### src/rtl/seven_seg_scan_ctrl.sv
`default_nettype none
// ============================================================================
// Module      : seven_seg_scan_ctrl
// Description : Multiplexed seven-segment scanner with frame-synchronous
//               loading, per-digit blank/blink and PWM brightness.
// Revision    : 1.0 - initial release
// ============================================================================
module seven_seg_scan_ctrl #(
  parameter int NUM_DIGITS = 8,
  parameter int SEG_W      = 7,
  parameter int SCAN_DIV   = 100000,
  parameter int BRIGHT_W   = 3,
  parameter int BLINK_HALF = 50000000
) (
  input  logic                        clk,
  input  logic                        rst,
  input  logic                        load,
  input  logic [NUM_DIGITS*SEG_W-1:0] seg_in,
  input  logic [NUM_DIGITS-1:0]       digit_en,
  input  logic [NUM_DIGITS-1:0]       blink_en,
  input  logic [BRIGHT_W-1:0]         brightness,
  output logic [NUM_DIGITS-1:0]       an_out,
  output logic [SEG_W-1:0]            seg_out,
  output logic                        pending,
  output logic                        applied,
  output logic                        frame_start
);

  localparam int c_sub_len = SCAN_DIV / (2 ** BRIGHT_W);
  localparam int c_sub_w   = (c_sub_len > 1) ? $clog2(c_sub_len) : 1;
  localparam int c_idx_w   = $clog2(NUM_DIGITS);
  localparam int c_blk_w   = (BLINK_HALF > 1) ? $clog2(BLINK_HALF) : 1;

  localparam logic [c_sub_w-1:0]  c_sub_max = c_sub_w'(c_sub_len - 1);
  localparam logic [BRIGHT_W-1:0] c_ph_max  = '1;
  localparam logic [c_idx_w-1:0]  c_idx_max = c_idx_w'(NUM_DIGITS - 1);
  localparam logic [c_blk_w-1:0]  c_blk_max = c_blk_w'(BLINK_HALF - 1);

  logic [c_sub_w-1:0]          sub_cnt_q, sub_cnt_d;
  logic [BRIGHT_W-1:0]         phase_q, phase_d;
  logic [c_idx_w-1:0]          idx_q, idx_d;
  logic [c_blk_w-1:0]          blink_cnt_q, blink_cnt_d;
  logic                        blink_phase_q, blink_phase_d;
  logic [NUM_DIGITS*SEG_W-1:0] stage_seg_q, stage_seg_d;
  logic [NUM_DIGITS-1:0]       stage_en_q, stage_en_d;
  logic [NUM_DIGITS-1:0]       stage_blink_q, stage_blink_d;
  logic [NUM_DIGITS*SEG_W-1:0] active_seg_q, active_seg_d;
  logic [NUM_DIGITS-1:0]       active_en_q, active_en_d;
  logic [NUM_DIGITS-1:0]       active_blink_q, active_blink_d;
  logic                        pending_q, pending_d;
  logic                        applied_q, applied_d;
  logic                        frame_start_q, frame_start_d;
  logic [NUM_DIGITS-1:0]       an_q, an_d;
  logic [SEG_W-1:0]            seg_q, seg_d;

  logic             w_sub_wrap;
  logic             w_tick;
  logic             w_commit;
  logic             w_blk_wrap;
  logic             w_lit;
  logic [SEG_W-1:0] w_seg;

  always_comb begin
    w_sub_wrap = (sub_cnt_q == c_sub_max);
    w_tick     = w_sub_wrap && (phase_q == c_ph_max);
    w_commit   = w_tick && (idx_q == c_idx_max) && pending_q;
    w_blk_wrap = (blink_cnt_q == c_blk_max);
    w_seg      = active_seg_q[int'(idx_q)*SEG_W +: SEG_W];
    w_lit      = active_en_q[idx_q] && (phase_q <= brightness) &&
                 !(blink_phase_q && active_blink_q[idx_q]);

    sub_cnt_d     = w_sub_wrap ? '0 : sub_cnt_q + 1'b1;
    phase_d       = w_sub_wrap ? phase_q + 1'b1 : phase_q;
    idx_d         = idx_q;
    if (w_tick) begin
      idx_d = (idx_q == c_idx_max) ? '0 : idx_q + 1'b1;
    end
    blink_cnt_d   = w_blk_wrap ? '0 : blink_cnt_q + 1'b1;
    blink_phase_d = blink_phase_q ^ w_blk_wrap;

    // Commit reads the pre-load staging value, so a same-cycle load stays pending
    stage_seg_d    = stage_seg_q;
    stage_en_d     = stage_en_q;
    stage_blink_d  = stage_blink_q;
    active_seg_d   = active_seg_q;
    active_en_d    = active_en_q;
    active_blink_d = active_blink_q;
    if (load) begin
      stage_seg_d   = seg_in;
      stage_en_d    = digit_en;
      stage_blink_d = blink_en;
    end
    if (w_commit) begin
      active_seg_d   = stage_seg_q;
      active_en_d    = stage_en_q;
      active_blink_d = stage_blink_q;
    end
    pending_d     = load || (pending_q && !w_commit);
    applied_d     = w_commit;
    frame_start_d = (idx_q == '0) && (sub_cnt_q == '0) && (phase_q == '0);

    an_d  = w_lit ? ~(NUM_DIGITS'(1) << idx_q) : '1;
    seg_d = w_lit ? ~w_seg : '1;
  end

  always_ff @(posedge clk) begin
    if (rst) begin
      sub_cnt_q      <= '0;
      phase_q        <= '0;
      idx_q          <= '0;
      blink_cnt_q    <= '0;
      blink_phase_q  <= 1'b0;
      stage_seg_q    <= '0;
      stage_en_q     <= '0;
      stage_blink_q  <= '0;
      active_seg_q   <= '0;
      active_en_q    <= '0;
      active_blink_q <= '0;
      pending_q      <= 1'b0;
      applied_q      <= 1'b0;
      frame_start_q  <= 1'b0;
      an_q           <= '1;
      seg_q          <= '1;
    end else begin
      sub_cnt_q      <= sub_cnt_d;
      phase_q        <= phase_d;
      idx_q          <= idx_d;
      blink_cnt_q    <= blink_cnt_d;
      blink_phase_q  <= blink_phase_d;
      stage_seg_q    <= stage_seg_d;
      stage_en_q     <= stage_en_d;
      stage_blink_q  <= stage_blink_d;
      active_seg_q   <= active_seg_d;
      active_en_q    <= active_en_d;
      active_blink_q <= active_blink_d;
      pending_q      <= pending_d;
      applied_q      <= applied_d;
      frame_start_q  <= frame_start_d;
      an_q           <= an_d;
      seg_q          <= seg_d;
    end
  end

  assign an_out      = an_q;
  assign seg_out     = seg_q;
  assign pending     = pending_q;
  assign applied     = applied_q;
  assign frame_start = frame_start_q;

endmodule
`default_nettype wire

### config.mk
export PLATFORM = sky130hd
export DESIGN_NAME = seven_seg_scan_ctrl
export DESIGN_NICKNAME = d
export VERILOG_FILES = /design/src/rtl/seven_seg_scan_ctrl.sv
export SDC_FILE = /design/constraint.sdc
export NUM_CORES = 1
export LEC_CHECK = 0
export BUFFER_PORTS_ARGS = -buffer_cell sky130_fd_sc_hd__buf_4
export CAP_MARGIN = 20
export CORE_ASPECT_RATIO = 1.75
export CORE_UTILIZATION = 40
export CTS_BUF_LIST = sky130_fd_sc_hd__clkbuf_4 sky130_fd_sc_hd__clkbuf_8 sky130_fd_sc_hd__clkbuf_16
export DETAILED_ROUTE_END_ITERATION = 12
export HOLD_SLACK_MARGIN = 0.1
export SETUP_SLACK_MARGIN = 0.3
export SLEW_MARGIN = 20
export SYNTH_ARGS = -nofsm -noshare
export SYNTH_HDL_FRONTEND = slang
export SYNTH_SLANG_ARGS = --single-unit
### constraint.sdc
create_clock -name clk -period 2.2 [get_ports clk]
set_clock_uncertainty 0.15 [all_clocks]
set_input_delay 0.44 -clock clk [delete_from_list [all_inputs] [get_ports clk]]
set_output_delay 0.44 -clock clk [all_outputs]
set_load 0.01 [all_outputs]
; ---- Yosys cells after proc, flatten, opt, wreduce, memory -nomap -nowiden
; Index checks and enable logic that the tools add are counted.
[op_classes]
muxes = 5
n_reduce_logical = 18
n_addsub = 4
n_shift = 2
order_cmp = 2
n_eq_ne = 4
n_mul = 1
bitwise_logic = 4
[ops]
columns = cell, n
row1 = indexed part select 56 x 7 -> 7 bit, 1
row2 = adder 26 x 1 -> 26 bit (second input constant), 1
row3 = equality test 26 bit (second input constant), 1
row4 = adder 14 x 1 -> 14 bit (second input constant), 1
row5 = equality test 14 bit (second input constant), 1
row6 = zero test 14 bit, 1
row7 = logical AND 1 bit, 9
row8 = inverter 8 bit, 1
row9 = left shift 1 x 3 -> 8 bit (first input constant), 1
row10 = inverter 7 bit, 1
row11 = adder 3 x 1 -> 3 bit (second input constant), 2
row12 = binary-select mux 1 bit (select 3 bit), 2
row13 = equality test 3 bit (second input constant), 2
row14 = zero test 3 bit, 2
row15 = multiplier 3 x 3 -> 6 bit (second input constant), 1
row16 = OR reduction 2 bit, 3
row17 = less-than comparator 3 x 4 -> 1 bit (second input constant), 1
row18 = less-or-equal comparator 3 bit, 1
row19 = 2-to-1 mux 3 bit, 1
row20 = zero test 1 bit, 2
row21 = 2-to-1 mux 1 bit, 2
row22 = logical OR 1 bit, 1
row23 = inverter 1 bit, 1
row24 = bitwise XOR 1 bit, 1
[word_totals]
register_bits = 209
out_inout_bits = 18
elab_cells = 56
in_bits = 78

; ---- Logic depth before layout (Yosys ltp)
[logic_depth]
word_depth = 7
ltp_mapped = 8
mapped_depth_nobuf = 6

; ---- Least setup slack after synthesis
; No wires, ideal clock.
[synth_path]
path_kind = register to register
start = reg blink_cnt_q[0]
end = reg blink_cnt_q[24]
synth_period_minus_slack_ns = 2.000
setup_ns = 0.070
stages_incl_launch_ff = 7
t_arrival_ns = 1.781
path_buffers = 1
setup_slack_ns = 0.200
t_required_ns = 1.980
cell_sequence = dfxtp_1 ha_1 nand2_1 or4_4 buf_6 or3_1 a21oi_1
[synth_between]
elab_chain_cells = 2
elab_cells_between_ends = 3
classes_between = add/sub: 1 / eq/ne: 1 / reduce/logical: 1
[synth_lines]
columns = element, line
row1 = "start, declared", 42  ; logic [c_blk_w-1:0] blink_cnt_q, blink_cnt_d;
row2 = "start signal, assigned", 128  ; blink_cnt_q <= blink_cnt_d;
row3 = branches (longest 2 deep; another with adder 26 x 1 -> 26 bit), -
; Parallel ways; which one is timed is not known.
; A chain may end at the register's enable or synchronous reset.

; ---- Worst setup path after layout
[layout_path]
start = reg blink_cnt_q[0]
end = reg blink_cnt_q[14]
; The elaborated chain is that of the path after synthesis.

==> run_results.csv <==
group,metric,value,unit
cells_and_area,fin_area,0.0118,mm²
placed_design,hpwl,14400,µm
cells_and_area,areaGrowthSynthToFinish,35.6,%
placed_design,placedInstanceArea,0.00976,mm²
synth,synth_ff_type,"dfxtp_1",
die,die_w,113,µm
global_route,grt_antenna_before_repair,0,
cells_and_area,fill_cells,1923,
timing,finalSetupViolations,0,
timing,fmax,536,MHz
clock_tree,root_buffer,"clkbuf_16",
setup_path,endpoint_kind,"register",
power_and_ir_drop,peakVddDrop,0.680,mV
die,row_count,71,
clock_tree,cts_buffers,21,
die,io_pins,96,
worst_hold_path,whs_endpoint,"idx_q[0]",
synth,ys_warn_count,0,
power_and_ir_drop,power_leakage,4.52,nW
timing,maxSlewViolCount,0,
cells_and_area,fin_nets,1197,
global_route,grt_pass1_vias,7080,
synth,synth_cell_type_count,45,
synth,yosysSeqAreaShare,0.482,
run_status,status,"finished, final reports clean",
clock_tree,cts.clk_slew.worst_paths,70,ps
route,first_pass_iters,4,
route,ant_nets,0,
cells_and_area,mostFrequentLayoutCell,"dfxtp_1",
synth,synthCells,939,
synth,synth_edf_count,0,
clock_tree,cts_max_level,1,
synth,synth_top_cell_by_area,"dfxtp_1",
setup_path,r2r_end,"blink_cnt_q[14]",
setup_path,cp_data_arrival_time,2150,ps
global_route,grt_pass1_wl,36300,µm
route,route.detailed.drc,0,
placed_design,io_buffers,95,
die,die_h,197,µm
timing,fin_tns_setup,0,ps
cells_and_area,multi_input_area,0.00434,mm²
timing,relSlewSlack,0.551,
cells_and_area,final_cell_mix,"dfxtp_1 (191), buf_4 (128), nor2_1 (108)",
synth,netlist_area,0.00868,mm²
clock_tree,clk_path_buf_depth,3,
timing,final_hold_viol_count,0,
cells_and_area,regArea,0.00423,mm²
synth,ys_async_sr_fraction,0,
placed_design,gp_congestion,0.796,
global_route,grt.total_usage,0.203,
clock_tree,clock_sinks,209,
route,first_iter_violations,352,
power_and_ir_drop,powerDensity,705,mW/mm²
setup_path,r2r_slack,340,ps
setup_path,required,2490,ps
global_route,overflow,0,
cells_and_area,diodes,0,
worst_hold_path,min-delay-start,"rst",
die,start_util,0.406,
clock_tree,cts_tree,"done",
timing,post-route-min-period,1860,ps
synth,synth-seq-cells,209,
timing,min_period_over_period,0.848,
clock_tree,clock_latency,500,ps
route,vias,7391,
synth,synth_area_leaders,"dfxtp_1 (48%), mux2i_1 (9.3%), nand3_1 (5.3%)",
setup_path,r2r_start,"blink_cnt_q[0]",
flow_run,cap_violations,0,
worst_hold_path,hp-class,"input port to register",
route,drt-vias-per-instance,5.24,
setup_path,critPathMaxFanout,5,
timing,tightest_slew,673,ps
synth,netlist.area_leader.share,0.482,
global_route,grt_max_degree,66,
die,core_area,0.0214,mm²
synth,syn_nets,1032,
setup_path,crit_type,"register to register",
synth,synth_area_per_cell,9.25,µm²
setup_path,start_kind,"register",
cells_and_area,drive_above_1_share,0.242,
route,wl_per_cell,16.9,µm
timing,rsz0062_at_grt,"true",
route,wirelength,23800,µm
setup_path,reg2reg_depth,6,
worst_hold_path,whs_path_depth,2,
die,die-area,0.0223,mm²
[cell usage after synthesis, types with 2 or more instances]
cell type and number:
nor2_1 108, o21ai_0 82, buf_6 2, mux2i_1 81
and2_1 6, nand4_1 29, xnor2_1 10, o31ai_1 6
buf_2 17, nor2b_1 4, mux4_2 15, ha_1 15
a21oi_1 90, dfxtp_1 209, buf_4 5, and4_1 9
inv_1 14, or3_1 7, nand2_1 31, xor2_1 13
or4_1 6, clkbuf_1 45, and3_2 2, or3_2 3
buf_1 8, and3_1 5, nor4b_1 2, nor4_1 5
nand3_1 92, nor3_1 3
[report_power, final]
group          total, mW  switching, mW  internal [mW]
clock network       3.86           1.52           2.34
registers           3.93         0.0629           3.87
logic              0.512          0.211          0.301
[flip-flops by register name (all words and copies together), names as in the netlist, 7 cells and up]
signal and flops:
stage_blink_q 8, active_en_q 8, active_seg_q 56, active_blink_q 8
seg_out 7, blink_cnt_q 26, an_out 8, sub_cnt_q 14
stage_en_q 8, stage_seg_q 56
[area by class of cell]
| class | instances | area share |
|---|---|---|
| multi-input combinational | 638 | 0.368 |
| sequential | 209 | 0.359 |
| timing repair buffer | 219 | 0.173 |
| clock buffer | 28 | 0.0528 |
| tap | 292 | 0.0310 |
| clock inverter | 9 | 0.0110 |
| inverter | 15 | 0.00478 |
[layer usage]
layer | wire length (µm) | track usage
met2 | 12800 | 0.382
met5 | 0 | 0
met4 | 692 | 0.0648
met3 | 701 | 0.0231
met1 | 9590 | 0.235
[worst max-delay path, stage by stage, from the launching register on]
cell,delay [ps]
dfxtp_4,370
ha_4,140
nand2_2,80
or4_4,480
buf_6,150
or3_1,300
a21oi_1,130
[logic make-up (layout without fill, tap and decap cells)]
logic type,Yosys count,count (layout),share of synthesized area
AND/OR/NAND/NOR,318,319,0.182
buffers and inverters,93,271,0.0477
AO/OA/AOI/OAI,184,184,0.110
adder cells (fa/ha/maj),15,15,0.0216
XOR/XNOR,23,23,0.0232
flip-flops,209,209,0.482
multiplexers,97,97,0.134
[how the worst max path moves through the flow]
stage | startpoint | end | slack [ps] | cells past startpoint
4_1_cts | idx_q[0] | active_seg_q[4] | 260 | 6
3_5_place_dp | blink_cnt_q[0] | blink_cnt_q[18] | 130 | 5
2_1_floorplan | blink_cnt_q[1] | blink_cnt_q[24] | 290 | 6
6_report | blink_cnt_q[0] | blink_cnt_q[14] | 340 | 6
3_3_place_gp | blink_cnt_q[0] | blink_cnt_q[22] | 160 | 5
5_1_grt | phase_q[1] | idx_q[0] | 260 | 8
[stage by stage]
step	instances	power (mW)	hold WS (ps)	utilization	setup WS [ps]
floorplan	939	4.22	290	-	294
global placement	1280	4.41	303	0.456	159
detailed placement	1280	4.41	312	0.456	133
CTS	1400	8.38	125	0.533	264
global route	1410	8.58	162	0.550	259
finish	1410	8.30	147	0.550	335
[timing repair]
item                       CTS  global route
pin swaps                    5             3
setup endpoints to repair  115           120
hold endpoints to repair    72             0
resized for setup           27           122
buffers inserted             9             3
gates cloned                 2             7
hold buffers                72             0
(Power assumes the default switching activity.)
